--- src/rtl/ntt_mdc_reorder_pkg.sv ---
// Shared types and helpers for the NTT output reorder buffer.
// Holds the FSM encodings plus bit-reversal and ceil-log2 helpers.
package ntt_mdc_reorder_pkg;

    typedef enum logic {
        WR_S_IDLE = 1'b0,
        WR_S_WR   = 1'b1
    } wr_state_e;

    typedef enum logic {
        RD_S_IDLE = 1'b0,
        RD_S_RD   = 1'b1
    } rd_state_e;

    // Reverses the low 'width' bits of value; upper result bits are zero.
    function automatic logic [31:0] bitrev(input logic [31:0] value, input int width);
        logic [31:0] v;
        logic [31:0] r;
        v = value;
        r = 32'd0;
        for (int i = 0; i < 32; i++) begin
            if (i < width) begin
                r = {r[30:0], v[0]};
                v = {1'b0, v[31:1]};
            end
        end
        return r;
    endfunction

    function automatic int clog2(input int value);
        int r;
        r = 0;
        for (int i = 0; i < 31; i++) begin
            if ((32'sd1 <<< i) < value) begin
                r = i + 1;
            end
        end
        return r;
    endfunction

endpackage

--- src/rtl/reorder_bram.sv ---
// Simple dual-port buffer RAM with a LATENCY-deep registered read path.
// The head stage only loads on a read, so the output holds the last word read.
module reorder_bram
    import ntt_mdc_reorder_pkg::*;
#(
    parameter int WIDTH   = 16,
    parameter int DEPTH   = 8,
    parameter int LATENCY = 1
) (
    input  logic                      clk,
    input  logic                      rst,
    input  logic                      we,
    input  logic [clog2(DEPTH)-1:0]   waddr,
    input  logic [WIDTH-1:0]          wdata,
    input  logic                      re,
    input  logic [clog2(DEPTH)-1:0]   raddr,
    output logic [WIDTH-1:0]          rdata
);
    localparam int PW = LATENCY * WIDTH;

    logic [WIDTH-1:0] mem [DEPTH];
    logic [PW-1:0]    pipe_r;
    logic [WIDTH-1:0] head_s;

    // Memory array write port; contents survive reset.
    always_ff @(posedge clk) begin
        if (we) begin
            mem[waddr] <= wdata;
        end
    end

    // Head of the read pipeline: new word on a read, otherwise hold.
    always_comb begin
        if (re) begin
            head_s = mem[raddr];
        end else begin
            head_s = pipe_r[WIDTH-1:0];
        end
    end

    // Read pipeline shift register.
    always_ff @(posedge clk) begin
        if (rst) begin
            pipe_r <= {PW{1'b0}};
        end else begin
            pipe_r <= (pipe_r << WIDTH) | PW'(head_s);
        end
    end

    assign rdata = pipe_r[PW-1 -: WIDTH];

endmodule

--- src/rtl/ntt_mdc_reorder.sv ---
// Two-lane ping-pong reorder buffer: bit-reversed NTT output in, natural order out.
// Lane 0 emits index j, lane 1 emits index j+N/2; back-to-back frames stream gap-free.
module ntt_mdc_reorder
    import ntt_mdc_reorder_pkg::*;
#(
    parameter int LOGQ       = 16,
    parameter int LOGN       = 3,
    parameter int DELAY_BRAM = 2
) (
    input  logic            clk,
    input  logic            rst,
    input  logic            intt,
    input  logic            in_start,
    input  logic [LOGQ-1:0] in_0,
    input  logic [LOGQ-1:0] in_1,
    output logic            out_start,
    output logic            out_valid,
    output logic [LOGQ-1:0] out_0,
    output logic [LOGQ-1:0] out_1,
    output logic            busy,
    output logic            err
);
    localparam int KW = LOGN - 1;

    if (DELAY_BRAM < 1) begin : g_bad_delay
        $error("ntt_mdc_reorder: DELAY_BRAM must be at least 1");
    end
    if (LOGN < 2) begin : g_bad_logn
        $error("ntt_mdc_reorder: LOGN must be at least 2");
    end

    wr_state_e             wr_state_r;
    wr_state_e             wr_state_s;
    rd_state_e             rd_state_r;
    rd_state_e             rd_state_s;
    logic [KW-1:0]         k_r;
    logic [KW-1:0]         j_r;
    logic [KW-1:0]         cur_k_s;
    logic                  wr_page_r;
    logic                  rd_page_r;
    logic                  intt_r;
    logic                  err_r;
    logic [DELAY_BRAM-1:0] vld_pipe_r;
    logic [DELAY_BRAM-1:0] start_pipe_r;
    logic                  beat_s;
    logic                  restart_s;
    logic                  last_beat_s;
    logic                  rd_last_s;
    logic                  cur_intt_s;
    logic                  we_s;
    logic                  re_s;
    logic                  first_rd_s;
    logic [LOGN-1:0]       waddr_s;
    logic [LOGN-1:0]       raddr_s;

    // Beat qualification: in_start carries beat 0, so it counts even from IDLE.
    always_comb begin
        beat_s      = in_start || (wr_state_r == WR_S_WR);
        restart_s   = in_start && (wr_state_r == WR_S_WR);
        cur_k_s     = in_start ? {KW{1'b0}} : k_r;
        cur_intt_s  = in_start ? intt : intt_r;
        last_beat_s = beat_s && (&cur_k_s);
        rd_last_s   = (rd_state_r == RD_S_RD) && (&j_r);
    end

    // Next-state logic for the write and read FSMs.
    always_comb begin
        wr_state_s = WR_S_IDLE;
        case (wr_state_r)
            WR_S_IDLE: begin
                if (in_start && !last_beat_s) begin
                    wr_state_s = WR_S_WR;
                end else begin
                    wr_state_s = WR_S_IDLE;
                end
            end
            WR_S_WR: begin
                if (last_beat_s) begin
                    wr_state_s = WR_S_IDLE;
                end else begin
                    wr_state_s = WR_S_WR;
                end
            end
            default: wr_state_s = WR_S_IDLE;
        endcase

        rd_state_s = RD_S_IDLE;
        case (rd_state_r)
            RD_S_IDLE: begin
                if (last_beat_s) begin
                    rd_state_s = RD_S_RD;
                end else begin
                    rd_state_s = RD_S_IDLE;
                end
            end
            RD_S_RD: begin
                // A page handed over on our last read chains straight into the next frame.
                if (last_beat_s || !rd_last_s) begin
                    rd_state_s = RD_S_RD;
                end else begin
                    rd_state_s = RD_S_IDLE;
                end
            end
            default: rd_state_s = RD_S_IDLE;
        endcase
    end

    // FSM outputs: memory port controls.
    always_comb begin
        we_s = beat_s;
        if (cur_intt_s) begin
            waddr_s = {wr_page_r, cur_k_s};
        end else begin
            waddr_s = {wr_page_r, KW'(bitrev(32'(cur_k_s), KW))};
        end
        re_s       = (rd_state_r == RD_S_RD);
        raddr_s    = {rd_page_r, j_r};
        first_rd_s = re_s && (j_r == {KW{1'b0}});
    end

    // State, counters, page pointers and output-side pipelines.
    always_ff @(posedge clk) begin
        if (rst) begin
            wr_state_r   <= WR_S_IDLE;
            rd_state_r   <= RD_S_IDLE;
            k_r          <= {KW{1'b0}};
            j_r          <= {KW{1'b0}};
            wr_page_r    <= 1'b0;
            rd_page_r    <= 1'b0;
            intt_r       <= 1'b0;
            err_r        <= 1'b0;
            vld_pipe_r   <= {DELAY_BRAM{1'b0}};
            start_pipe_r <= {DELAY_BRAM{1'b0}};
        end else begin
            wr_state_r <= wr_state_s;
            rd_state_r <= rd_state_s;
            err_r      <= restart_s;
            if (in_start) begin
                intt_r <= intt;
            end
            if (beat_s) begin
                k_r <= cur_k_s + KW'(1'b1);
            end
            if (last_beat_s) begin
                wr_page_r <= ~wr_page_r;
                rd_page_r <= wr_page_r;
                j_r       <= {KW{1'b0}};
            end else if (re_s) begin
                j_r <= j_r + KW'(1'b1);
            end
            vld_pipe_r   <= (vld_pipe_r << 1) | DELAY_BRAM'(re_s);
            start_pipe_r <= (start_pipe_r << 1) | DELAY_BRAM'(first_rd_s);
        end
    end

    reorder_bram #(
        .WIDTH  (LOGQ),
        .DEPTH  (1 << LOGN),
        .LATENCY(DELAY_BRAM)
    ) u_bank0 (
        .clk  (clk),
        .rst  (rst),
        .we   (we_s),
        .waddr(waddr_s),
        .wdata(in_0),
        .re   (re_s),
        .raddr(raddr_s),
        .rdata(out_0)
    );

    reorder_bram #(
        .WIDTH  (LOGQ),
        .DEPTH  (1 << LOGN),
        .LATENCY(DELAY_BRAM)
    ) u_bank1 (
        .clk  (clk),
        .rst  (rst),
        .we   (we_s),
        .waddr(waddr_s),
        .wdata(in_1),
        .re   (re_s),
        .raddr(raddr_s),
        .rdata(out_1)
    );

    assign out_valid = vld_pipe_r[DELAY_BRAM-1];
    assign out_start = start_pipe_r[DELAY_BRAM-1];
    assign err       = err_r;
    assign busy      = (wr_state_r != WR_S_IDLE) || (rd_state_r != RD_S_IDLE) || (|vld_pipe_r);

endmodule

--- config.mk ---
export PLATFORM = sky130hd
export DESIGN_NAME = ntt_mdc_reorder
export DESIGN_NICKNAME = d
export VERILOG_FILES = /design/src/rtl/ntt_mdc_reorder_pkg.sv /design/src/rtl/reorder_bram.sv /design/src/rtl/ntt_mdc_reorder.sv
export SDC_FILE = /design/constraint.sdc
export NUM_CORES = 1
export LEC_CHECK = 0
export CAP_MARGIN = 40
export CORE_MARGIN = 1
export CORE_UTILIZATION = 55
export DETAILED_ROUTE_END_ITERATION = 10
export PLACE_DENSITY = 0.75
export SLEW_MARGIN = 20
export SYNTH_ARGS = -nofsm -noshare
export SYNTH_HDL_FRONTEND = slang
export SYNTH_HIERARCHICAL = 1
export SYNTH_SLANG_ARGS = --single-unit
--- constraint.sdc ---
create_clock -name clk -period 6.03 [get_ports clk]
set_input_delay 1.5075 -clock clk [delete_from_list [all_inputs] [get_ports clk]]
set_output_delay 1.5075 -clock clk [all_outputs]
set_load 0.005 [all_outputs]
==> run summary <==
The flow ran to the end, and the final reports show no timing, DRC or antenna violations. The area overhead of the layout relative to synthesis came out at 15.4%. The tree is rooted in a sky130_fd_sc_hd__clkbuf_16. The largest net degree at the start of global routing is 60. The final critical delay including setup and external delays is about 3600 ps. The path class of the tightest hold or removal check is flip-flop to flip-flop.

The clock latency of the later-clocked register in the worst-skew pair is 510 ps. The worst endpoint data arrival time is 3790 ps. Among all flip-flop cells after synthesis, the most frequent one is sky130_fd_sc_hd__edfxtp_1. Across the whole layout, storage elements account for approximately 9300 um2.

The number of distinct library cell variants in the gate-level netlist after synthesis came out at 35. The post-placement cell area is between 10000 and 15000 um2. The starting utilization of the core area came out at 56.9%.

The detailed-route wire length per cell is 21.3 um. The via total after detailed routing is ~6300. The synthesized-area fraction occupied by ao, oa, aoi and oai cells came out at 4.28%. The detailed router's first-iteration violation count came out at 475.

During synthesis, Yosys emitted a total of 6 warnings. The clock power share came out at a little over two fifths. The final global-route overflow total came out at 0.

The number of synthesized flops with an enable pin came out at 256. The CTS clock-pin slew for the worst setup and hold paths is 60 ps. The maximum fanout along the worst path is 11.

The placed wire-length estimate after detailed placement came out at 14.0 mm. The adder and majority cell fraction of the synthesized area is 0.299%. Global routing consumed, on the met1 layer, 27.5% of the routing resources. In the final design database the tool counted 840 nets. Combinational logic is responsible for 3.2% of the overall power. The routed design has around 24 mm of wire. The post-synth net total is 777.

The number of buffers created by CTS came out at 34. The number of primary I/O pins came out at 72. The portion of total power attributed to sequential cells is about 53%. The die outline height came out at 153 um. The tool flagged a number of max-cap violations equal to 0. The width of the chip came out at 153 um. The number of nets still failing antenna checks after routing came out at 0. The post-cts hold buffer count is 0. TritonCTS built the clock tree. The final antenna diode count is 0. The total negative slack for setup checks came out at 0 ps. The top cell types in the final layout, fill and taps aside, are sky130_fd_sc_hd__edfxtp_1, sky130_fd_sc_hd__dfxtp_1, sky130_fd_sc_hd__clkdlybuf4s50_1. The final setup violation count came out at 0. Dividing the final minimum period by the clock period gives 59.5%. The DRC violation count after routing is 0. The post-route standard cell area excluding fillers is 14500 um2. STA classifies the critical path endpoint as a flip-flop. The first global-routing pass estimated 37.0 mm of wire. Of the cells placed in the final design, the portion with a size suffix greater than 1 is about a fifth. In this run, post-CTS repair resized a total of 0 instances.

The via count of the first global-routing pass came to about 6700. The cell count after synthesis came out at around 740. Sequential elements use 73.6% of the synthesized area.

The number of buffers inserted by port buffering came out at 71. The final hold violation count is 0. The post-CTS setup buffer count is 0. The design internal power is 3.87 mW. Global routing consumed, on the met2 layer, about a third of the routing resources. The final weighted congestion in routability-driven placement came out at 0.748. The initial antenna violation count is 0. The post-synthesis xor/xnor area fraction came out at 0.139%. The area of the multi-input gates is 2830 um2. The switching fraction of total power came out at 19.4%.

Averaged over all synthesized cells, the footprint is 17.0 um2. The number of sinks driven by the clock tree came out at about 330. Setup repair after global routing left no endpoint under its margin.

The tightest hold path in the finished design has a slack of between 400 and 500 ps. The total standard cell area after synthesis came out at 12600 um2. At the pin with the least slew margin, the transition time is 874 ps. In the global route stage, met3 resource usage came out at 3.91%.

The total global routing track utilization came out at 20.7%. The fraction of synthesis flops using an asynchronous set or reset pin is 0%. The static leakage is 4.79 nW.

The area enclosed by the die boundary came out at 23500 um2. The number of H-tree levels is 2. The power per standard cell area came out at approximately 330 nW/um2. The required time of the critical path is 6230 ps. The register bit total from synthesis came out at between 300 and 400. The first detailed-routing pass took 4 iterations. The number of inserted filler cells in the final layout came out at 1418. The multiplexer fraction of the synthesized cell area came out at 11.3%. STA classifies the critical path startpoint as a primary input. Derived from the worst setup path, the maximum achievable clock frequency is 0.279 GHz. met2 is the most crowded layer.

The area of the core region came out at 22100 um2. The area share of and/or/nand/nor cells after synthesis is 6.32%. The via count normalized by instance count came out at 5.71. The net switching power came out at 928 uW.

The headroom to the max-slew limit is 41.7%. Leaving out fill and tap cells, the most frequent cell in the layout is sky130_fd_sc_hd__edfxtp_1. The worst clock skew came out at 20.4 ps. The largest family of logic cells by synthesized area is multiplexers.

The largest voltage drop on the vdd net came out at between 0.0002 and 0.0003 V. The max-slew violation count is 0. At the end of the flow the core is filled with cells to around two thirds. The critical path is of the primary input to flip-flop type. Counting along the longest clock path gives a buffer depth of 3.

The initialized floorplan defines 54 standard-cell rows.
-- final timing paths --
path	end	slack, ps	depth (start not counted)	start
max	u_bank0/mem[1][9]	2440	6	in_start
min	start_pipe_r[1]	440	1	start_pipe_r[0]
max reg2reg	flip-flop	3820	4	j_r[0]
min reg2reg	start_pipe_r[1]	440	1	start_pipe_r[0]
-- sequential cells by signal, summed over array words and instances, names as in the netlist, named ones only --
| register | count |
|---|---|
| j_r | 2 |
| intt_r | 1 |
| rd_page_r | 1 |
| u_bank0/pipe_r | 16 |
| u_bank1/mem | 128 |
| u_bank1/pipe_r | 16 |
| vld_pipe_r | 2 |
| wr_page_r | 1 |
| k_r | 2 |
| start_pipe_r | 2 |
| rd_state_r | 1 |
| u_bank0/mem | 128 |
| err | 1 |
| wr_state_r | 1 |
-- power by group through the flow --
| stage | logic (mW) | clock network, mW | registers (mW) |
|---|---|---|---|
| final | 0.156 | 2.10 | 2.54 |
| after global routing | 0.169 | 2.23 | 2.54 |
| after CTS | 0.157 | 2.14 | 2.54 |
| after detailed placement | 0.156 | 0 | 2.59 |
| after global placement | 0.148 | 0 | 2.58 |
| after floorplan | 0.0771 | 0 | 2.58 |
-- cells by family after synthesis --
kind of cell | Yosys count
DFF | 334
and+or+nand+nor | 160
muxes | 94
AOI/OAI and AO/OA | 75
buffers and inverters | 70
adders and majority gates | 3
xor gates and xnor gates | 2
-- layout make-up --
cell class,count,area share [%]
well taps,280,2.42
flip-flops and latches,334,63.8
clock inverters,16,1.39
repair buffers,94,6.28
clock buffers,45,6.51
multi-input cells,334,19.5
inverters,3,0.0777
-- critical path, cell delays in order --
cell and delay, ps:
sky130_fd_sc_hd__clkdlybuf4s50_1 700, sky130_fd_sc_hd__and2b_1 260, sky130_fd_sc_hd__mux2_2 370, sky130_fd_sc_hd__nand2b_1 190
sky130_fd_sc_hd__nor2_1 440, sky130_fd_sc_hd__buf_4 310
-- metrics by stage --
step	setup WS, ps	power (mW)	instances
6_report	2440	4.80	1106
4_1_cts	2440	4.83	1105
3_5_place_dp	1930	2.74	1044
5_1_grt	2260	4.94	1106
3_3_place_gp	2110	2.73	1043
2_1_floorplan	2410	2.66	738
-- cell usage after synthesis (all sizes together) (2+ instances only) --
library cell	count	area, um2
edfxtp	256	7690
dfxtp	78	1560
buf	63	485
mux2	58	653
nor2b	48	300
nor2	44	165
nand2	39	146
mux4	32	728
o22ai	28	175
o31ai	28	210
nand2b	17	106
nor3	6	30.0
a2111oi	4	35.0
a211oi	4	30.0
a21oi	4	20.0
clkbuf	4	15.0
mux2i	4	40.0
o41ai	4	50.1
ha	3	37.5
inv	3	11.3
o21ai	2	10.0
or2	2	12.5
xnor2	2	17.5
-- metal layers --
metal,share of wire [%],vias to the layer above
met4,2.6,0
met5,0,-
met2,49,188
met3,5.3,48
met1,43,3173
li1,-,2902
(Power assumes the default switching activity.)
